[config.mk]
export PLATFORM = sky130hd
export DESIGN_NAME = alu_seq_ctrl_flat
export DESIGN_NICKNAME = d
export VERILOG_FILES = /design/src/rtl/alu_seq_ctrl_if.sv /design/src/rtl/alu_seq_ctrl.sv /design/src/flat_wrapper.sv
export SDC_FILE = /design/constraint.sdc
export NUM_CORES = 1
export LEC_CHECK = 0
export ABC_AREA = 0
export CORE_ASPECT_RATIO = 1.75
export CORE_MARGIN = 2
export CORE_UTILIZATION = 30
export CTS_CLUSTER_SIZE = 25
export DETAILED_ROUTE_END_ITERATION = 6
export PLACE_DENSITY = 0.58
export SLEW_MARGIN = 25
export SYNTH_ARGS = -nofsm -noshare
export SYNTH_HDL_FRONTEND = slang
export SYNTH_SLANG_ARGS = --single-unit
[constraint.sdc]
create_clock -name clk -period 7.4 [get_ports clk]
set_input_delay 1.11 -clock clk [delete_from_list [all_inputs] [get_ports clk]]
set_output_delay 1.11 -clock clk [all_outputs]
set_load 0.05 [all_outputs]
[src/rtl/alu_seq_ctrl_if.sv]
// ---------------------------------------------------------------------------
// alu_seq_ctrl_if
//
// Purpose:
//    Bundles the instruction stream, ALU start/done handshake and STORE/status
//    signals of the ALU instruction sequencer into one interface.
//    The sequencer connects through the slave modport. The producer/datapath
//    side (or a testbench) connects through the master modport.
//
// Signal summary:
//    ena          producer -> seq   allow popping new instructions
//    instr_in     producer -> seq   {op[1:0], imm[5:0]} instruction byte
//    instr_valid  producer -> seq   instr_in holds a byte
//    instr_ready  seq -> producer   FIFO has room (count != DEPTH)
//    alu_start    seq -> datapath   one-cycle operation request
//    alu_op       seq -> datapath   opcode of the current instruction
//    alu_imm      seq -> datapath   immediate of the current instruction
//    alu_done     datapath -> seq   operation complete, sampled only in WAIT
//    store_we     seq -> datapath   one-cycle output-register write strobe
//    busy         seq -> observer   sequencer not idle
//    store_cnt    seq -> observer   committed STORE count, wraps 255 -> 0
//    err          seq -> observer   sticky watchdog flag
// ---------------------------------------------------------------------------
interface alu_seq_ctrl_if;
   logic       ena;
   logic [7:0] instr_in;
   logic       instr_valid;
   logic       instr_ready;
   logic       alu_start;
   logic [1:0] alu_op;
   logic [5:0] alu_imm;
   logic       alu_done;
   logic       store_we;
   logic       busy;
   logic [7:0] store_cnt;
   logic       err;

   // Producer/datapath view: drives the stream and the done handshake.
   modport master (
      output ena,
      output instr_in,
      output instr_valid,
      input  instr_ready,
      input  alu_start,
      input  alu_op,
      input  alu_imm,
      output alu_done,
      input  store_we,
      input  busy,
      input  store_cnt,
      input  err
   );

   // Sequencer view: consumes the stream and issues ALU operations.
   modport slave (
      input  ena,
      input  instr_in,
      input  instr_valid,
      output instr_ready,
      output alu_start,
      output alu_op,
      output alu_imm,
      input  alu_done,
      output store_we,
      output busy,
      output store_cnt,
      output err
   );
endinterface

[src/rtl/alu_seq_ctrl.sv]
// ---------------------------------------------------------------------------
// alu_seq_ctrl
//
// Purpose:
//    Instruction sequencer for the 8-bit ALU datapath. Instruction bytes
//    {op[1:0], imm[5:0]} are buffered in a DEPTH-entry FIFO, popped one at a
//    time and decoded:
//       00 NOP   -> straight back to IDLE
//       01 LOAD  -> ISSUE (alu_start pulse) then WAIT for alu_done
//       10 ADD   -> ISSUE (alu_start pulse) then WAIT for alu_done
//       11 STORE -> COMMIT (store_we pulse, store_cnt++)
//
// Parameters:
//    DEPTH    FIFO entries, power of two, 2..16
//    TIMEOUT  maximum WAIT cycles before the watchdog aborts, 2..255
//
// Ports:
//    clk   rising-edge clock
//    rst   synchronous active-high reset
//    bus   alu_seq_ctrl_if.slave, see the interface file for signal roles
//
// Build option:
//    ALU_SEQ_TIMEOUT_EN  when defined, an 8-bit watchdog limits WAIT to
//                        TIMEOUT cycles and sets the sticky err flag on
//                        expiry. When undefined, WAIT holds until alu_done
//                        and err is tied low.
// ---------------------------------------------------------------------------
module alu_seq_ctrl #(
   parameter int DEPTH   = 4,
   parameter int TIMEOUT = 16
) (
   input logic          clk,
   input logic          rst,
   alu_seq_ctrl_if.slave bus
);

   localparam int PTR_W = $clog2(DEPTH);
   localparam int CNT_W = PTR_W + 1;

   typedef enum logic [2:0] {
      IDLE,
      DECODE,
      ISSUE,
      WAIT,
      COMMIT
   } state_t;

   state_t           state_q;

   logic [7:0]       fifoMem_q [DEPTH];
   logic [PTR_W-1:0] wrPtr_q;
   logic [PTR_W-1:0] wrPtr_d;
   logic [PTR_W-1:0] rdPtr_q;
   logic [PTR_W-1:0] rdPtr_d;
   logic [CNT_W-1:0] count_q;
   logic [CNT_W-1:0] count_d;

   logic             aluStart_q;
   logic             storeWe_q;
   logic [1:0]       aluOp_q;
   logic [5:0]       aluImm_q;
   logic [7:0]       storeCnt_q;

   logic             fifoFull;
   logic             fifoEmpty;
   logic             push;
   logic             pop;
   logic [7:0]       headInstr;

`ifdef ALU_SEQ_TIMEOUT_EN
   logic [7:0]       waitCnt_q;
   logic             err_q;
`endif

   // Full/empty come only from the count register so instr_ready never
   // depends on the pop decision; a push at full is refused even if a pop
   // frees a slot in the same cycle.
   assign fifoFull  = (count_q == CNT_W'(DEPTH));
   assign fifoEmpty = (count_q == '0);
   assign push      = bus.instr_valid && !fifoFull;
   assign pop       = (state_q == IDLE) && bus.ena && !fifoEmpty;
   assign headInstr = fifoMem_q[rdPtr_q];

   // Next-state for the FIFO pointers and occupancy. Pointers wrap naturally
   // because DEPTH is a power of two; push+pop together leaves count alone.
   always_comb begin
      wrPtr_d = wrPtr_q;
      rdPtr_d = rdPtr_q;
      count_d = count_q;
      if (push) begin
         wrPtr_d = wrPtr_q + 1'b1;
      end
      if (pop) begin
         rdPtr_d = rdPtr_q + 1'b1;
      end
      case ({push, pop})
         2'b10:   count_d = count_q + 1'b1;
         2'b01:   count_d = count_q - 1'b1;
         default: count_d = count_q;
      endcase
   end

   // FIFO storage. The array needs no reset: the pointers and count define
   // which entries are live, so flushing only has to clear those.
   always_ff @(posedge clk) begin
      if (push) begin
         fifoMem_q[wrPtr_q] <= bus.instr_in;
      end
   end

   // FIFO pointer and occupancy registers; reset flushes the queue.
   always_ff @(posedge clk) begin
      if (rst) begin
         wrPtr_q <= '0;
         rdPtr_q <= '0;
         count_q <= '0;
      end else begin
         wrPtr_q <= wrPtr_d;
         rdPtr_q <= rdPtr_d;
         count_q <= count_d;
      end
   end

   // Sequencer FSM with registered strobes. The strobes default low every
   // cycle and are raised only on the transition into ISSUE or COMMIT, which
   // makes each one exactly one cycle wide and keeps them low after reset.
   // The popped instruction is captured straight into alu_op/alu_imm, which
   // therefore stay stable for the whole DECODE..WAIT/COMMIT sequence.
   // ena is only looked at in IDLE, so dropping it never stalls an
   // instruction already in flight, and alu_done is only looked at in WAIT.
   always_ff @(posedge clk) begin
      if (rst) begin
         state_q    <= IDLE;
         aluStart_q <= 1'b0;
         storeWe_q  <= 1'b0;
         aluOp_q    <= 2'b00;
         aluImm_q   <= 6'd0;
         storeCnt_q <= 8'd0;
`ifdef ALU_SEQ_TIMEOUT_EN
         waitCnt_q  <= 8'd0;
         err_q      <= 1'b0;
`endif
      end else begin
         aluStart_q <= 1'b0;
         storeWe_q  <= 1'b0;
         case (state_q)
            IDLE: begin
               if (pop) begin
                  aluOp_q  <= headInstr[7:6];
                  aluImm_q <= headInstr[5:0];
                  state_q  <= DECODE;
               end
            end

            DECODE: begin
               case (aluOp_q)
                  2'b00: begin
                     state_q <= IDLE;
                  end
                  2'b11: begin
                     storeWe_q <= 1'b1;
                     state_q   <= COMMIT;
                  end
                  default: begin
                     aluStart_q <= 1'b1;
                     state_q    <= ISSUE;
                  end
               endcase
            end

            ISSUE: begin
`ifdef ALU_SEQ_TIMEOUT_EN
               waitCnt_q <= 8'd0;
`endif
               state_q <= WAIT;
            end

            WAIT: begin
               if (bus.alu_done) begin
                  state_q <= IDLE;
               end
`ifdef ALU_SEQ_TIMEOUT_EN
               else if (waitCnt_q == 8'(TIMEOUT - 1)) begin
                  err_q   <= 1'b1;
                  state_q <= IDLE;
               end else begin
                  waitCnt_q <= waitCnt_q + 8'd1;
               end
`endif
            end

            COMMIT: begin
               storeCnt_q <= storeCnt_q + 8'd1;
               state_q    <= IDLE;
            end

            default: begin
               state_q <= IDLE;
            end
         endcase
      end
   end

   assign bus.instr_ready = !fifoFull;
   assign bus.alu_start   = aluStart_q;
   assign bus.alu_op      = aluOp_q;
   assign bus.alu_imm     = aluImm_q;
   assign bus.store_we    = storeWe_q;
   assign bus.busy        = (state_q != IDLE);
   assign bus.store_cnt   = storeCnt_q;
`ifdef ALU_SEQ_TIMEOUT_EN
   assign bus.err         = err_q;
`else
   assign bus.err         = 1'b0;
`endif

endmodule

[src/flat_wrapper.sv]
// flat-port wrapper written by rule: the top's interface ports become plain ports
module alu_seq_ctrl_flat 
#(
   parameter int DEPTH   = 4,
   parameter int TIMEOUT = 16
)
  (clk, rst, bus_ena, bus_instr_in, bus_instr_valid, bus_instr_ready, bus_alu_start, bus_alu_op, bus_alu_imm, bus_alu_done, bus_store_we, bus_busy, bus_store_cnt, bus_err);
  alu_seq_ctrl_if bus_i ();
  input logic clk;
  input logic rst;
  input wire logic [$bits(bus_i.ena)-1:0] bus_ena;
  input wire logic [$bits(bus_i.instr_in)-1:0] bus_instr_in;
  input wire logic [$bits(bus_i.instr_valid)-1:0] bus_instr_valid;
  output wire logic [$bits(bus_i.instr_ready)-1:0] bus_instr_ready;
  output wire logic [$bits(bus_i.alu_start)-1:0] bus_alu_start;
  output wire logic [$bits(bus_i.alu_op)-1:0] bus_alu_op;
  output wire logic [$bits(bus_i.alu_imm)-1:0] bus_alu_imm;
  input wire logic [$bits(bus_i.alu_done)-1:0] bus_alu_done;
  output wire logic [$bits(bus_i.store_we)-1:0] bus_store_we;
  output wire logic [$bits(bus_i.busy)-1:0] bus_busy;
  output wire logic [$bits(bus_i.store_cnt)-1:0] bus_store_cnt;
  output wire logic [$bits(bus_i.err)-1:0] bus_err;
  assign bus_i.ena = bus_ena;
  assign bus_i.instr_in = bus_instr_in;
  assign bus_i.instr_valid = bus_instr_valid;
  assign bus_instr_ready = bus_i.instr_ready;
  assign bus_alu_start = bus_i.alu_start;
  assign bus_alu_op = bus_i.alu_op;
  assign bus_alu_imm = bus_i.alu_imm;
  assign bus_i.alu_done = bus_alu_done;
  assign bus_store_we = bus_i.store_we;
  assign bus_busy = bus_i.busy;
  assign bus_store_cnt = bus_i.store_cnt;
  assign bus_err = bus_i.err;
  alu_seq_ctrl #(.DEPTH(DEPTH), .TIMEOUT(TIMEOUT)) u_core (.clk(clk), .rst(rst), .bus(bus_i));
endmodule
==> impl_metrics.py <==
metrics = {
    "synthesis": {
        "syn_inst": 194,
        "synthesis.area_sq_um": 2464,
        "yosys_warnings": 0,
        "synthFlopType": "edfxtp_1",
        "ys_seq_area_share_pct": 61.76,
        "synth_seq_cells": 60,
        "yosysUniqueCellTypes": 40,
        "synth_edf_count": 32,
        "syn-num-nets": 215,
        "avgSynthCellArea_sq_um": 12.70,
        "async_reset_ff_share_pct": 0,
    },
    "sta": {
        "final_hold_viol_count": 0,
        "setup-tns-final_ps": 0,
        "worst_pin_slew_ps": 718.3,
        "fin_crit_ps": 3478,
        "slew_violations": 0,
        "max_freq_ghz": 0.2875,
        "skew_ps": 4.367,
        "final.period_utilization_pct": 47.01,
        "slew_headroom_pct": 51.82,
        "holdWs_ps": 480.9,
        "rsz0062_at_grt": "no",
        "setup_viol": 0,
    },
    "cells_and_area": {
        "multiInputGateArea_sq_um": 849.6,
        "num_antenna_cells": 0,
        "design_area_sq_um": 3103,
        "n_fill_cell": 767,
        "seq_area_sq_um": 1521,
        "layout-drive-gt1-share_pct": 12.72,
        "nets": 244,
        "area_growth_pct": 25.95,
    },
    "worst_setup_path": {
        "r2r-start": "u_core.state_q[2]$_SDFFE_PP0P_",
        "crit_required_ps": 6290,
        "cp-end-kind": "output pin",
        "worstReg2RegEnd": "u_core.count_q[2]$_SDFFE_PP0P_",
        "max_stage_delay_ps": 780,
        "worstRegToRegCells": 9,
        "worstSetupPathType": "reg -> out",
        "slowest_stage": "clkdlybuf4s50_1",
        "worst-endpoint-arrival_ps": 2370,
        "startpoint": "u_core.state_q[2]$_SDFFE_PP0P_",
        "r2r_slack_ps": 4530,
        "critPathMaxFanout": 12,
        "start_kind": "flip-flop",
        "endpoint": "bus_busy",
        "worstPathCellList": "nor3_2, inv_1, clkdlybuf4s50_1",
    },
    "routing": {
        "dr.pass1.iters": 4,
        "avgViaCountPerCell": 4.962,
        "routed_wl_um": 4588,
        "num_vias": 1578,
        "drt-initial-drc-count": 96,
        "ant_nets": 0,
        "wl_per_cell_um": 14.43,
        "drc_errors": 0,
    },
    "placement": {
        "routabilityCongestion": 0.7364,
        "placedInstanceArea_sq_um": 2828,
        "io_buffers": 32,
        "hpwl_um": 3160,
    },
    "outcome": {
        "status": "finished, final reports clean",
    },
    "cts": {
        "clk_path_buf_depth": 2,
        "cts_tree": "yes",
        "hold_buffers": 0,
        "ctsResizeCount": 0,
        "cts_setup_buffers": 0,
        "cts_root_buf": "clkbuf_16",
        "clk_latency_ps": 320,
        "path_clk_slew_ps": 50,
        "cts_inserted_buffers": 9,
        "cts_sinks": 60,
        "htreeDepth": 3,
    },
    "floorplan": {
        "fp.dieW_um": 72.50,
        "rows": 43,
        "start_util_pct": 30.94,
        "die-area_sq_um": 8981,
        "io_pins": 34,
        "core_sq_um": 7963,
        "die_y_um": 123.9,
    },
    "global_route": {
        "grt_pass1_wl_um": 7645,
        "grt_pass1_vias": 1605,
        "gr-total-overflow": 0,
        "track_usage_pct": 11.46,
        "antenna_found_initial": 0,
        "grt_max_degree": 31,
    },
    "pwr": {
        "p_switching_mw": 0.3165,
        "p_total_mw": 1.028,
        "power.leakage_nw": 1.048,
        "clkPwrFrac_pct": 35.6,
        "switching_share_pct": 30.79,
        "p_int_mw": 0.7114,
        "power.share.sequential_pct": 41.6,
        "combPwrFrac_pct": 22.8,
        "irDropWorstVdd_mv": 0.1159,
        "power_density_nw_per_um2": 331.3,
    },
    "hold_path": {
        "holdPathStages": 2,
        "hp-class": "reg -> reg",
    },
    "flow_run": {
        "maxCapViolCount": 0,
    },
}
-- power groups by stage --
stage,logic [mW],registers [mW],clock network (mW)
2_1_floorplan,0.147,0.454,0
3_3_place_gp,0.232,0.434,0
3_5_place_dp,0.236,0.434,0
4_1_cts,0.237,0.428,0.375
5_1_grt,0.260,0.435,0.389
6_report,0.234,0.428,0.366
-- registers in the layout (all words and copies together), names as in the netlist --
signal and count:
u_core.bus.alu_imm 6, u_core.bus.alu_op 2, u_core.bus.alu_start 1, u_core.bus.store_cnt 8
u_core.bus.store_we 1, u_core.count_q 3, u_core.fifoMem_q 32, u_core.rdPtr_q 2
u_core.state_q 3, u_core.wrPtr_q 2
-- worst max-delay path, delay by kind of cell (launching register included) --
family | cells | cell delay, ps
AND/OR/NAND/NOR | 1 | 550
flip-flops | 1 | 380
buffers and inverters | 2 | 1110
-- stage by stage --
stage | cells | util [%] | setup WS (ps)
2_1_floorplan | 194 | - | 4644
5_1_grt | 318 | 38.97 | 3707
4_1_cts | 318 | 38.91 | 3880
3_5_place_dp | 302 | 35.51 | 3952
3_3_place_gp | 302 | 35.58 | 4019
6_report | 318 | 38.97 | 3922
-- cell usage in the layout, fill, tap and decap left out, drive strengths merged, types with 4 or more instances in the layout --
cell	netlist	final
dfxtp	28	28
nand2	6	6
o21ai	12	12
a21oi	17	17
clkbuf	8	10
clkdlybuf4s50	0	31
and3	4	4
edfxtp	32	32
nor2	9	9
mux4	8	8
nand3	11	11
or3	4	4
ha	7	7
inv	9	9
-- worst min-delay path by stage --
stage                                       start                                  to  slack [ps]
2_1_floorplan      u_core.count_q[2]$_SDFFE_PP0P_      u_core.count_q[2]$_SDFFE_PP0P_         480
3_3_place_gp   u_core.bus.alu_imm[4]$_SDFFE_PP0P_  u_core.bus.alu_imm[4]$_SDFFE_PP0P_         480
3_5_place_dp   u_core.bus.alu_imm[3]$_SDFFE_PP0P_  u_core.bus.alu_imm[3]$_SDFFE_PP0P_         480
4_1_cts        u_core.bus.alu_imm[3]$_SDFFE_PP0P_  u_core.bus.alu_imm[3]$_SDFFE_PP0P_         490
5_1_grt        u_core.bus.alu_imm[2]$_SDFFE_PP0P_  u_core.bus.alu_imm[2]$_SDFFE_PP0P_         530
6_report       u_core.bus.alu_imm[3]$_SDFFE_PP0P_  u_core.bus.alu_imm[3]$_SDFFE_PP0P_         480
-- synthesized netlist by cell type (all sizes together), types with 3 or more instances --
master	count	area [sq um]
o21ai	12	60.06
o31ai	3	22.52
or3	4	25.02
edfxtp	32	960.9
xor2	3	26.28
a21oi	17	85.08
clkbuf	8	30.03
dfxtp	28	560.5
nand3	11	55.05
nor2	9	33.78
mux4	8	180.2
inv	9	33.78
and3	4	25.02
nor4	3	18.77
nand2	6	22.52
buf	6	33.77
ha	7	87.58
-- cells by family (layout without fill, tap and decap cells) --
family                     after synthesis  in the layout  synth area share [%]
adders and majority gates                8              8                 4.368
muxes                                   10             10                 8.177
and+or+nand+nor                         48             48                 10.77
AOI/OAI and AO/OA                       40             40                 9.396
buffers and inverters                   23             57                 3.961
DFF                                     60             60                 61.76
xor gates and xnor gates                 4              4                 1.422
other                                    1              1                0.1522
-- layout make-up --
| class | count | share of cell area, % |
|---|---|---|
| clock buffer | 10 | 7.379 |
| clock inverter | 6 | 1.331 |
| inverter | 9 | 1.089 |
| multi-input combinational | 111 | 27.38 |
| sequential | 60 | 49.03 |
| tap | 90 | 3.629 |
| timing repair buffer | 32 | 10.16 |
-- per-layer routing --
| metal | track usage, % | share of wire [%] | up-vias |
|---|---|---|---|
| met5 | 0 | 0 | - |
| met1 | 12.09 | 39 | 759 |
| li1 | - | - | 775 |
| met2 | 20.01 | 56 | 40 |
| met4 | 5.903 | 1.5 | 0 |
| met3 | 3.803 | 3.8 | 4 |
Note: power is estimated with default switching activity, not from simulation.
